## config.mk

```make
export PLATFORM = sky130hd
export DESIGN_NAME = multicycle_control
export DESIGN_NICKNAME = d
export VERILOG_FILES = /design/src/rtl/multicycle_control.sv
export SDC_FILE = /design/constraint.sdc
export NUM_CORES = 1
export LEC_CHECK = 0
export BUFFER_PORTS_ARGS = -buffer_cell sky130_fd_sc_hd__buf_4
export CORE_MARGIN = 1.5
export CORE_UTILIZATION = 30
export CTS_CLUSTER_SIZE = 40
export DETAILED_ROUTE_END_ITERATION = 10
export PLACE_DENSITY = 0.6
export SKIP_CTS_REPAIR_TIMING = 1
export SYNTH_ARGS = -nofsm -noshare
export SYNTH_HDL_FRONTEND = slang
export SYNTH_SLANG_ARGS = --single-unit
```

## constraint.sdc

```tcl
create_clock -name clk -period 3.25 [get_ports clk]
set_input_delay 0.8125 -clock clk [delete_from_list [all_inputs] [get_ports clk]]
set_output_delay 0.8125 -clock clk [all_outputs]
set_load 0.005 [all_outputs]
```

## src/rtl/multicycle_control.sv

```systemverilog
// -----------------------------------------------------------------------------
// multicycle_control
//
// Main control FSM for the multi-cycle femtoRV32 datapath. It sequences
// fetch / decode / execute / memory / write-back for R-type, LW, SW and BEQ,
// drives every datapath mux select and enable, runs a req/ack memory
// handshake and keeps a retired-instruction counter for debug.
//
// Ports
//   clk       in   1  system clock, rising edge
//   rst       in   1  asynchronous, active-low reset
//   Inst      in  32  instruction register contents
//   zero      in   1  ALU zero flag (branch taken when set in BRANCH)
//   mem_ack   in   1  memory completion, looked at only in FETCH/MEM_RD/MEM_WR
//   ALUOp     out  2  00 add, 01 subtract, 10 decode funct3/funct7
//   ALUSrcA   out  1  0 = PC, 1 = rs1
//   ALUSrcB   out  2  00 = rs2, 01 = constant 4, 10 = immediate
//   IorD      out  1  memory address: 0 = PC, 1 = ALU result
//   mem_req   out  1  memory request
//   mem_we    out  1  memory write enable (qualified by mem_req)
//   IRWrite   out  1  load instruction register
//   PCWrite   out  1  load PC
//   PCSrc     out  1  0 = ALU result (PC+4), 1 = branch-target adder
//   RegWrite  out  1  register-file write
//   MemtoReg  out  1  write-back source: 0 = ALU, 1 = memory data
//   illegal   out  1  one-cycle pulse on an unsupported opcode
//   retired   out 32  count of completed instructions (wraps)
//   state     out  4  current state encoding, for debug
// -----------------------------------------------------------------------------
module multicycle_control (
  input  logic        clk,
  input  logic        rst,
  input  logic [31:0] Inst,
  input  logic        zero,
  input  logic        mem_ack,
  output logic [1:0]  ALUOp,
  output logic        ALUSrcA,
  output logic [1:0]  ALUSrcB,
  output logic        IorD,
  output logic        mem_req,
  output logic        mem_we,
  output logic        IRWrite,
  output logic        PCWrite,
  output logic        PCSrc,
  output logic        RegWrite,
  output logic        MemtoReg,
  output logic        illegal,
  output logic [31:0] retired,
  output logic [3:0]  state
);

  // State encodings are visible on the debug port, so they are fixed values.
  typedef enum logic [3:0] {
    S_IDLE     = 4'd0,
    S_FETCH    = 4'd1,
    S_DECODE   = 4'd2,
    S_EXEC_R   = 4'd3,
    S_WB_R     = 4'd4,
    S_MEM_ADDR = 4'd5,
    S_MEM_RD   = 4'd6,
    S_WB_MEM   = 4'd7,
    S_MEM_WR   = 4'd8,
    S_BRANCH   = 4'd9
  } state_t;

  // Opcodes handled by this datapath.
  localparam logic [6:0] OP_RTYPE  = 7'b0110011;
  localparam logic [6:0] OP_LOAD   = 7'b0000011;
  localparam logic [6:0] OP_STORE  = 7'b0100011;
  localparam logic [6:0] OP_BRANCH = 7'b1100011;

  // ALU operation classes understood by the ALU control decoder.
  localparam logic [1:0] ALU_ADD   = 2'b00;
  localparam logic [1:0] ALU_SUB   = 2'b01;
  localparam logic [1:0] ALU_FUNCT = 2'b10;

  // ALU B-operand selects.
  localparam logic [1:0] SRCB_RS2  = 2'b00;
  localparam logic [1:0] SRCB_FOUR = 2'b01;
  localparam logic [1:0] SRCB_IMM  = 2'b10;

  state_t      state_q;
  state_t      state_d;
  logic [31:0] retired_q;
  logic        retire_en;
  logic [6:0]  opcode;

  assign opcode = Inst[6:0];

  // Only the opcode field steers the sequence; the rest of the instruction
  // word belongs to the datapath and the ALU control decoder.
  logic unused_inst_bits;
  assign unused_inst_bits = ^Inst[31:7];

  // ---------------------------------------------------------------------------
  // State register
  // ---------------------------------------------------------------------------
  // NOTE: state is updated with non-blocking assignments so every flop samples
  // the values from before the edge; blocking here would create ordering races
  // with any other clocked process reading state_q.
  always_ff @(posedge clk or negedge rst) begin
    if (!rst) begin
      state_q <= S_IDLE;
    end else begin
      state_q <= state_d;
    end
  end

  // ---------------------------------------------------------------------------
  // Next-state logic
  // ---------------------------------------------------------------------------
  // NOTE: state_d gets a default before the case so that every path assigns
  // it; a missing assignment on any branch would infer a latch.
  always_comb begin
    state_d = S_IDLE;
    unique case (state_q)
      S_IDLE:     state_d = S_FETCH;
      S_FETCH:    state_d = mem_ack ? S_DECODE : S_FETCH;
      S_DECODE: begin
        unique case (opcode)
          OP_RTYPE:           state_d = S_EXEC_R;
          OP_LOAD, OP_STORE:  state_d = S_MEM_ADDR;
          OP_BRANCH:          state_d = S_BRANCH;
          default:            state_d = S_FETCH;   // illegal: refetch
        endcase
      end
      S_EXEC_R:   state_d = S_WB_R;
      S_WB_R:     state_d = S_FETCH;
      // Inst[5] is the only bit separating LW (0000011) from SW (0100011).
      S_MEM_ADDR: state_d = Inst[5] ? S_MEM_WR : S_MEM_RD;
      S_MEM_RD:   state_d = mem_ack ? S_WB_MEM : S_MEM_RD;
      S_WB_MEM:   state_d = S_FETCH;
      S_MEM_WR:   state_d = mem_ack ? S_FETCH : S_MEM_WR;
      S_BRANCH:   state_d = S_FETCH;
      default:    state_d = S_IDLE;                // encodings 10..15 recover
    endcase
  end

  // ---------------------------------------------------------------------------
  // Output logic
  // ---------------------------------------------------------------------------
  // Mostly Moore decode of state_q. IRWrite/PCWrite in FETCH follow mem_ack,
  // PCWrite in BRANCH follows zero, and illegal depends on the opcode in
  // DECODE; these are the only input-dependent terms.
  always_comb begin
    ALUOp     = ALU_ADD;
    ALUSrcA   = 1'b0;
    ALUSrcB   = SRCB_RS2;
    IorD      = 1'b0;
    mem_req   = 1'b0;
    mem_we    = 1'b0;
    IRWrite   = 1'b0;
    PCWrite   = 1'b0;
    PCSrc     = 1'b0;
    RegWrite  = 1'b0;
    MemtoReg  = 1'b0;
    illegal   = 1'b0;
    retire_en = 1'b0;

    unique case (state_q)
      S_FETCH: begin
        // ALU computes PC+4 while memory returns the instruction.
        mem_req = 1'b1;
        ALUSrcB = SRCB_FOUR;
        IRWrite = mem_ack;
        PCWrite = mem_ack;
      end
      S_DECODE: begin
        illegal = !(opcode == OP_RTYPE || opcode == OP_LOAD ||
                    opcode == OP_STORE || opcode == OP_BRANCH);
      end
      S_EXEC_R: begin
        ALUSrcA = 1'b1;
        ALUOp   = ALU_FUNCT;
      end
      S_WB_R: begin
        // ALU controls held so the result is still valid at write-back.
        ALUSrcA   = 1'b1;
        ALUOp     = ALU_FUNCT;
        RegWrite  = 1'b1;
        retire_en = 1'b1;
      end
      S_MEM_ADDR: begin
        ALUSrcA = 1'b1;
        ALUSrcB = SRCB_IMM;
      end
      S_MEM_RD: begin
        ALUSrcA = 1'b1;
        ALUSrcB = SRCB_IMM;
        mem_req = 1'b1;
        IorD    = 1'b1;
      end
      S_WB_MEM: begin
        RegWrite  = 1'b1;
        MemtoReg  = 1'b1;
        retire_en = 1'b1;
      end
      S_MEM_WR: begin
        ALUSrcA   = 1'b1;
        ALUSrcB   = SRCB_IMM;
        mem_req   = 1'b1;
        mem_we    = 1'b1;
        IorD      = 1'b1;
        retire_en = mem_ack;
      end
      S_BRANCH: begin
        // Subtract sets zero on equality; the target comes from a separate
        // adder, so PCSrc is asserted regardless of the outcome.
        ALUSrcA   = 1'b1;
        ALUOp     = ALU_SUB;
        PCSrc     = 1'b1;
        PCWrite   = zero;
        retire_en = 1'b1;
      end
      default: ;                                   // IDLE and unused: all 0
    endcase
  end

  // ---------------------------------------------------------------------------
  // Retired-instruction counter (free-running modulo 2^32)
  // ---------------------------------------------------------------------------
  always_ff @(posedge clk or negedge rst) begin
    if (!rst) begin
      retired_q <= '0;
    end else if (retire_en) begin
      retired_q <= retired_q + 32'd1;
    end
  end

  assign retired = retired_q;
  assign state   = state_q;

endmodule

```

== After elaboration in Yosys (flattened, before gate mapping) ==
Cells that the tools add are included.

* Register bits after elaboration: 36
* Input port bits: 36
* Output and inout bits: 50
* Word-level logic and storage cells: 49

* Add/subtract/negate cells: 1
* Eq/ne operators: 13
* Muxes and demuxes: 19
* Reduce and logical (&&, ||, !) cells: 14

{| class="wikitable"
|+ Operators by type and width
! operator !! number
|-
| adder 32 x 1 -> 32 bit (second input constant) || 1
|-
| case mux 4 bit (7 select lines) || 1
|-
| == test 4 x 3 -> 1 bit (second input constant) || 4
|-
| == test 7 x 6 -> 1 bit (second input constant) || 2
|-
| case mux 4 bit (3 select lines) || 1
|-
| 2-to-1 mux 1 bit || 10
|-
| OR reduction 3 bit || 3
|-
| == test 4 x 2 -> 1 bit (second input constant) || 2
|-
| == test 4 bit (second input constant) || 2
|-
| 2-to-1 mux 4 bit || 2
|-
| case mux 2 bit (2 select lines) || 2
|-
| OR reduction 2 bit || 4
|-
| == test 7 x 2 -> 1 bit (second input constant) || 1
|-
| == test 7 bit (second input constant) || 1
|-
| OR reduction 6 bit || 1
|-
| == test 4 x 1 -> 1 bit (second input constant) || 1
|-
| logical NOT 4 bit || 1
|-
| case mux 1 bit (2 select lines) || 2
|-
| OR reduction 4 bit || 1
|-
| logical OR 1 bit || 3
|-
| 2-to-1 mux 2 bit || 1
|-
| logical NOT 1 bit || 1
|}

== Longest topological paths before layout ==
Gate-level depths: netlist (run 1).

* Word-level depth: 6
* Gate-level depth with buffers: 6
* Gate-level depth less buffers: 5

== Worst setup path before layout (run 1) ==
OpenSTA, ideal clock, no wires.

* Path type: input -> output
* Start: input Inst[6]
* End: output illegal
* Data arrival time: 1.359 ns
* Data required time: 2.438 ns
* Slack: 1.078 ns
* Cell stages on the path: 3
* Buffers on the path: 0
* Cells stage by stage: inv_1 -> maj3_1 -> a21oi_1

* Word-level cells in the longest chain between the ends: 6
* Elaborated cells on any way between the ends: 9
* Classes of those cells: eq/ne (4); mux (1); reduce/logical (4)

{| class="wikitable"
|+ RTL lines
! element !! RTL line !! source
|-
| start: declaration || 33 || <nowiki>input logic [31:0] Inst,</nowiki>
|-
| == test 7 x 6 -> 1 bit or == test 7 x 2 -> 1 bit (tied branches) || 169 || <nowiki>illegal = !(opcode == OP_RTYPE || opcode == OP_LOAD ||</nowiki>
|-
| logical OR 1 bit (2 in series) || 169 ||
|-
| logical OR 1 bit (*) || 170 || <nowiki>opcode == OP_STORE || opcode == OP_BRANCH);</nowiki>
|-
| logical NOT 1 bit (*) || 169 ||
|-
| 2-to-1 mux 1 bit (*) || 160 || <nowiki>unique case (state_q)</nowiki>
|-
| end: declaration || 47 || <nowiki>output logic illegal,</nowiki>
|}

Every way passes the cells marked *; elsewhere a longest branch is shown, timed or not.

== Final worst setup path (run 1) ==
* Start: register state_q[1], in the netlist state[1]
* End: output illegal

* Word-level cells in the longest chain between the ends: 2

{| class="wikitable"
|+ RTL lines
! element !! RTL line !! source
|-
| start: declaration || 82 || <nowiki>state_t state_q;</nowiki>
|-
| start signal: assignment || 105 || <nowiki>state_q <= state_d;</nowiki>
|-
| == test 4 x 2 -> 1 bit || 160 ||
|-
| 2-to-1 mux 1 bit || 160 ||
|}

Every way passes these cells.

==> impl_metrics.yaml, run 1 <==
status:
  outcome: "completed"
setup_path:
  worstPathArrival_ns: 1.78
  required_ns: 2.44
  path_max_fanout: 18
  crit_start: "state[1]"
  cp-end-kind: "output pin"
  r2r-start: "state[3]"
  cp-start-kind: "flip-flop"
  crit_type: "flip-flop to output pin"
logic_synthesis:
  syn-cell-area_sq_mm: 0.00200
  ys_ff_latch: 36
  ys.flop_type: "dfrtp_1"
  synth_area_per_cell_sq_um: 9.97
  yosys_warnings: 0
  synthCells: 201
  synth.distinct_cells: 40
  syn_nets: 238
  ys_seq_area_share_pct: 45.0
  synth_edf_count: 0
  ys_async_sr_fraction_pct: 100
power_and_ir_drop:
  vdd_drop_max_mv: 0.352
  pwr-share-comb_pct: 40.7
  p_int_mw: 1.08
  p_leak_nw: 1.04
  power.switching_uw: 680
  powerDensity_mw_per_mm2: 684
  p_sw_share_pct: 38.6
  seqPwrFrac_pct: 40.6
  clkPwrFrac_pct: 18.8
grt:
  use_met3_pct: 3.83
  grt_pass1_wl_um: 7580
  antenna_found_initial: 0
  met1_usage_pct: 17.7
  grt_overflow: 0
  grt_use_total_pct: 13.0
  grt_pass1_vias: 1589
  busiest_layer: "met2"
  grt_max_degree: 37
  grt_use_met2_pct: 20.3
timing:
  finalCritPeriodShare_pct: 79.7
  tightest_slew_ns: 0.554
  fin_skew_ns: 0.00270
  setup_tns_ns: 0
  min_period_ns: 2.59
  slew_viol_final: 0
  rsz0062_at_grt: "no"
  finalHoldViolations: 0
  max_freq_mhz: 386
  relSlewSlack_pct: 63.1
  setup-violations-final: 0
layout:
  finish.utilization_pct: 40.3
  nNetsFinal: 294
  fin_area_sq_mm: 0.00257
  regArea_sq_um: 901
  multi_input_area_sq_mm: 0.00102
  diodes: 0
  syn_to_final_growth_pct: 28.5
  drive_above_1_share_pct: 29.8
  finalNonFillerCells: 335
  final.fill_count: 656
floorplanning:
  initial_utilization_pct: 31.4
  die_h_um: 84.7
  die_area_sq_mm: 0.00718
  pin_count: 86
  fp-row-count: 29
  die_w_um: 84.7
  coreArea_sq_mm: 0.00639
cts:
  worstSkewPairLatency_ns: 0.28
  clock_path_buffers: 2
  clock-sinks: 36
  cts_root_buf: "clkbuf_8"
  cts.reportedPaths.clkPinSlew_ns: 0.07
  cts_buffers: 5
  tritoncts: "done"
  h-tree-depth: 2
detailed_routing:
  drt_iter0_markers: 68
  dr_total_vias: 1689
  ant_nets: 0
  drc: 0
  drt_wl_total_um: 4570
  first_pass_iters: 4
  via_per_inst: 5.04
  wire_per_inst_um: 13.6
placement:
  place_area_sq_mm: 0.00248
  dp_cells: 327
  port_buffers: 60
  hpwl_um: 3150
  gp_congestion: 0.825
min_path:
  hp-class: "input port to async pin"
job:
  cap_violations: 0
[power by group through the flow]
stage	Sequential [mW]	Clock, mW	Combinational [mW]
after floorplan	0.654	0	0.474
after global placement	0.720	0	0.713
after detailed placement	0.722	0	0.725
after CTS	0.714	0.346	0.727
after global routing	0.740	0.367	0.796
final	0.715	0.331	0.716
[sequential cells by signal, summed over array words and instances (netlist names)]
signal,count
state,4
retired,32
[critical path: stages, from the launching register on]
cell and delay, ns:
dfrtp_1 0.69, or4b_1 0.53, a21oi_1 0.14, buf_4 0.12
[area by class of cell]
type | instances | area share [%]
sequential | 36 | 35.0
tap | 77 | 3.74
clock buffer | 8 | 3.50
inverter | 4 | 0.583
timing repair buffer | 60 | 17.5
multi-input combinational | 150 | 39.7
[Yosys cell counts, types with 2 or more instances]
library cell	instances	share of area (%)
nor3_1	15	3.7
and3_1	4	1.2
buf_2	4	1.0
clkbuf_1	3	0.56
nor2_1	8	1.5
nor2b_1	2	0.62
nand3_1	7	1.7
nand4_2	2	1.2
and2_1	2	0.62
nand2b_1	4	1.2
nand2_1	22	4.1
nor4_2	4	2.5
nor4_1	8	2.5
inv_1	4	0.75
nor3b_1	2	0.75
dfrtp_1	36	45
nand4_1	5	1.6
o32ai_1	2	0.87
xnor2_1	3	1.3
and4_1	4	1.7
buf_6	2	1.1
a21o_1	2	0.75
nor4b_1	2	0.87
xor2_1	30	13
a21oi_1	5	1.2
o21ai_0	5	1.2
[path summary, 6_finish.rpt]
| check | end | slack, ns | depth (start not counted) |
|---|---|---|---|
| min in group clk | retired[31] | 0.48 | 1 |
| worst max register to register | retired[24] | 1.16 | 4 |
| worst min register to register | retired[31] | 0.48 | 1 |
| worst max-delay path | illegal | 0.66 | 3 |
| max in group asynchronous | retired[2] | 2.46 | 1 |
| worst min-delay path | retired[20] | 0.48 | 1 |
[cells by family after synthesis]
group	Yosys count	synth area share, %
flops	36	45.0
mux	1	0.562
fa+ha+maj	2	1.12
xor+xnor	33	14.4
simple gates	95	27.9
buf+inv	15	4.06
compound gates	19	6.93
[layer usage]
| layer | up-vias | wire [um] |
|---|---|---|
| li1 | 825 | - |
| met1 | 806 | 2190 |
| met2 | 53 | 2040 |
| met3 | 5 | 291 |
| met4 | 0 | 44 |
| met5 | - | 0 |
[layout by cell type, fill, tap and decap left out, drive strengths merged]
master  instances
nand2          22
buf            60
and3            4
mux2            1
nand2b          4
dfrtp          36
a31oi           1
nor3b           2
nand4           7
xnor2           3
o21ai           5
nand3           7
a21oi           5
clkbuf          8
a31o            1
and2            2
a21o            2
o32ai           2
nor2b           2
o31a            1
nor4           12
xor2           30
o32a            2
or3             1
maj3            1
nor2            8
or2             1
inv             4
ha              1
or4b            1
nor4b           3
nor3           15
and4            4
[per-stage QoR]
stage | hold WS (ns) | worst slack (ns) | power (mW)
3_3_place_gp | 0.462 | 0.863 | 1.43
4_1_cts | 0.484 | 0.653 | 1.79
6_report | 0.477 | 0.661 | 1.76
2_1_floorplan | 0.465 | 1.08 | 1.13
3_5_place_dp | 0.464 | 0.869 | 1.45
5_1_grt | 0.500 | 0.525 | 1.90
No activity file was read; power rests on OpenSTA's default activity.
==> run 2: changes to the inputs <==
--- a/config.mk
+++ b/config.mk
@@ -5,12 +5,13 @@
 export SDC_FILE = /design/constraint.sdc
 export NUM_CORES = 1
 export LEC_CHECK = 0
+export ABC_AREA = 1
 export BUFFER_PORTS_ARGS = -buffer_cell sky130_fd_sc_hd__buf_4
 export CORE_MARGIN = 1.5
 export CORE_UTILIZATION = 30
 export CTS_CLUSTER_SIZE = 40
 export DETAILED_ROUTE_END_ITERATION = 10
-export PLACE_DENSITY = 0.6
+export PLACE_DENSITY = 0.58
 export SKIP_CTS_REPAIR_TIMING = 1
 export SYNTH_ARGS = -nofsm -noshare
 export SYNTH_HDL_FRONTEND = slang
==> constraint.sdc (replaced) <==
create_clock -name clk -period 2.6 [get_ports clk]
set_input_delay 0.65 -clock clk [delete_from_list [all_inputs] [get_ports clk]]
set_output_delay 0.65 -clock clk [all_outputs]
set_load 0.005 [all_outputs]
==> run 2 against run 1 <==
Against the previous run:
- sequential power decreased by 3%
- cell count rose by 56%
- clock-buffer cell count is the same
- routed wire length grew 32%
- worst hold slack got worse by 0.16 ns
- global-route usage increased by 2.0 points
- first-iteration DRC count grew 140%
- cell area increased by 17%
- synthesized cell count grew 79%
- critical endpoint is now PCWrite
- largest cell class unchanged
- largest power group unchanged
==> impl_metrics.yaml, run 2 <==
placement:
  gp_congestion: 0.835
  port_buffers: 60
  hpwl_um: 4540
timing:
  setup_tns_ns: 0
  finalCritPeriodShare_pct: 87.5
  fin_skew_ns: 0.00473
  setup-violations-final: 0
  max_freq_mhz: 440
  slew_viol_final: 0
  tightest_slew_ns: 1.02
  min_period_ns: 2.27
  finalHoldViolations: 0
  relSlewSlack_pct: 32.1
  rsz0062_at_grt: "no"
layout:
  drive_above_1_share_pct: 19.2
  finish.utilization_pct: 39.1
  diodes: 0
  largest_reg_flops: 32
  final_common_cell: "nand2_1"
  syn_to_final_growth_pct: 25.6
  nNetsFinal: 458
  final_cell_mix: "nand2_1, buf_4, inv_1, nor2_1, dfrtp_1"
detailed_routing:
  via_per_inst: 4.51
  wire_per_inst_um: 11.5
  drt_iter0_markers: 161
  ant_nets: 0
  drc: 0
  first_pass_iters: 4
  dr_total_vias: 2363
  drt_wl_total_um: 6030
logic_synthesis:
  syn-cell-area_sq_mm: 0.00240
  ys_seq_area_share_pct: 37.5
  synth_area_leaders: "dfrtp_1, nand2_1, inv_1"
  synth.top_cell.area_share_pct: 37.5
  yosys.area.top_type: "dfrtp_1"
  synthCells: 359
  synth_simple_gate_area_share_pct: 46.1
  synth.most_common_cell: "nand2_1"
  syn_nets: 396
  synth.distinct_cells: 25
  synth_fa_ha_area_share_pct: 0.521
  ys_async_sr_fraction_pct: 100
  ys.flop_type: "dfrtp_1"
  synthTopCellsByCount: "nand2_1, inv_1, nor2_1, dfrtp_1, nand3_1"
  synth_edf_count: 0
  ys_ff_latch: 36
  synth_area_per_cell_sq_um: 6.70
  synth-xor-area-share_pct: 2.19
  synth_top_family_by_area: "simple AND/OR/NAND/NOR gates"
  synthMuxAreaShare_pct: 0
  yosys_warnings: 0
  synth_compound_area_share_pct: 3.07
power_and_ir_drop:
  seqPwrFrac_pct: 38.0
  p_int_mw: 1.13
  p_sw_share_pct: 38.1
  pwr-share-comb_pct: 39.3
  p_leak_nw: 1.61
  powerDensity_mw_per_mm2: 606
  clkPwrFrac_pct: 22.7
  power.switching_uw: 697
  vdd_drop_max_mv: 0.316
grt:
  grt_use_total_pct: 15.0
  antenna_found_initial: 0
  grt_pass1_wl_um: 10300
  grt_max_degree: 42
  grt_pass1_vias: 2235
  grt_overflow: 0
setup_path:
  path_max_fanout: 8
  cp_slowest_cell: "dfrtp_1"
  crit_chain: "inv_1 -> nand2_1 -> nor2_1 -> inv_1 -> nor2_1 -> inv_1 -> nand2_1 -> buf_4"
  cp-start-kind: "flip-flop"
  cp-end-kind: "output pin"
  crit_buf_inv: 4
  max_stage_delay_ns: 0.47
  required_ns: 1.95
  crit_family: "flip-flops"
  crit_type: "flip-flop to output pin"
  worstPathArrival_ns: 1.62
  timing.critical_path.mode_cell: "inv_1"
floorplanning:
  fp-row-count: 32
  die_w_um: 92.5
  pin_count: 86
  die_area_sq_mm: 0.00856
  die_h_um: 92.5
  initial_utilization_pct: 31.1
  coreArea_sq_mm: 0.00773
cts:
  tritoncts: "done"
  clock-sinks: 36
  cts.reportedPaths.clkPinSlew_ns: 0.07
  worstSkewPairLatency_ns: 0.29
  cts_buffers: 5
  clock_path_buffers: 2
  cts_root_buf: "clkbuf_8"
  h-tree-depth: 2
status:
  outcome: "completed"
min_path:
  hp-class: "input port to async pin"
job:
  cap_violations: 0
==> run 2: cell count changes after synthesis, moves of 7 or more <==
cell / delta
nor2_1: +30
nand4_1: +9
nand3_1: +18
xor2_1: -25
nand3b_1: +9
nor3_1: -10
inv_1: +46
nand2_1: +118
nor4_1: -7
==> run 2: worst paths after layout <==
check,start,end,cells past startpoint,slack [ns]
min in group clk,retired[30],retired[30],2,0.50
worst min-delay path,rst,retired[15],1,0.32
worst max register to register,state[0],retired[6],7,0.35
worst max-delay path,state[1],PCWrite,8,0.33
worst min register to register,retired[30],retired[30],2,0.50
max in group asynchronous,rst,state[2],1,1.94
==> run 2: logic make-up after synthesis <==
family	count (synthesis)
and+or+nand+nor	246
buffers and inverters	57
DFF	36
AOI/OAI and AO/OA	13
xor gates and xnor gates	6
adders and majority gates	1
==> run 2: layer usage <==
metal / track usage (%) / part of all wire, % / vias up
li1: - / - / 1246
met1: 19.0 / 47 / 1054
met2: 25.1 / 46 / 57
met3: 3.78 / 5.6 / 6
met4: 4.23 / 1.2 / 0
met5: 0 / 0 / -
==> run 2: cell type report <==
class                           count  area [sq um]
Fill cell                         836          4710
Multi-Input combinational cell    266          1250
Clock buffer                        8          90.1
Inverter                           50           188
Tap cell                          102           128
Sequential cell                    36           901
Timing Repair Buffer               62           465
==> run 2: power by group through the flow <==
stage	Sequential [mW]	Clock [mW]	Combinational (mW)
after floorplan	0.692	0	0.446
after global placement	0.702	0	0.718
after detailed placement	0.705	0	0.721
after CTS	0.694	0.435	0.726
after global routing	0.706	0.459	0.808
final	0.696	0.416	0.719
==> run 2: per-stage QoR <==
| step | worst slack, ns | hold slack, ns | area, sq um | power (mW) | std cells |
|---|---|---|---|---|---|
| 2_1_floorplan | 0.798 | 0.354 | 2400 | 1.14 | 359 |
| 3_3_place_gp | 0.253 | 0.489 | 2930 | 1.42 | 516 |
| 3_5_place_dp | 0.225 | 0.491 | 2930 | 1.43 | 516 |
| 4_1_cts | 0.311 | 0.334 | 3020 | 1.86 | 524 |
| 5_1_grt | 0.122 | 0.355 | 3020 | 1.97 | 524 |
| 6_report | 0.325 | 0.320 | 3020 | 1.83 | 524 |
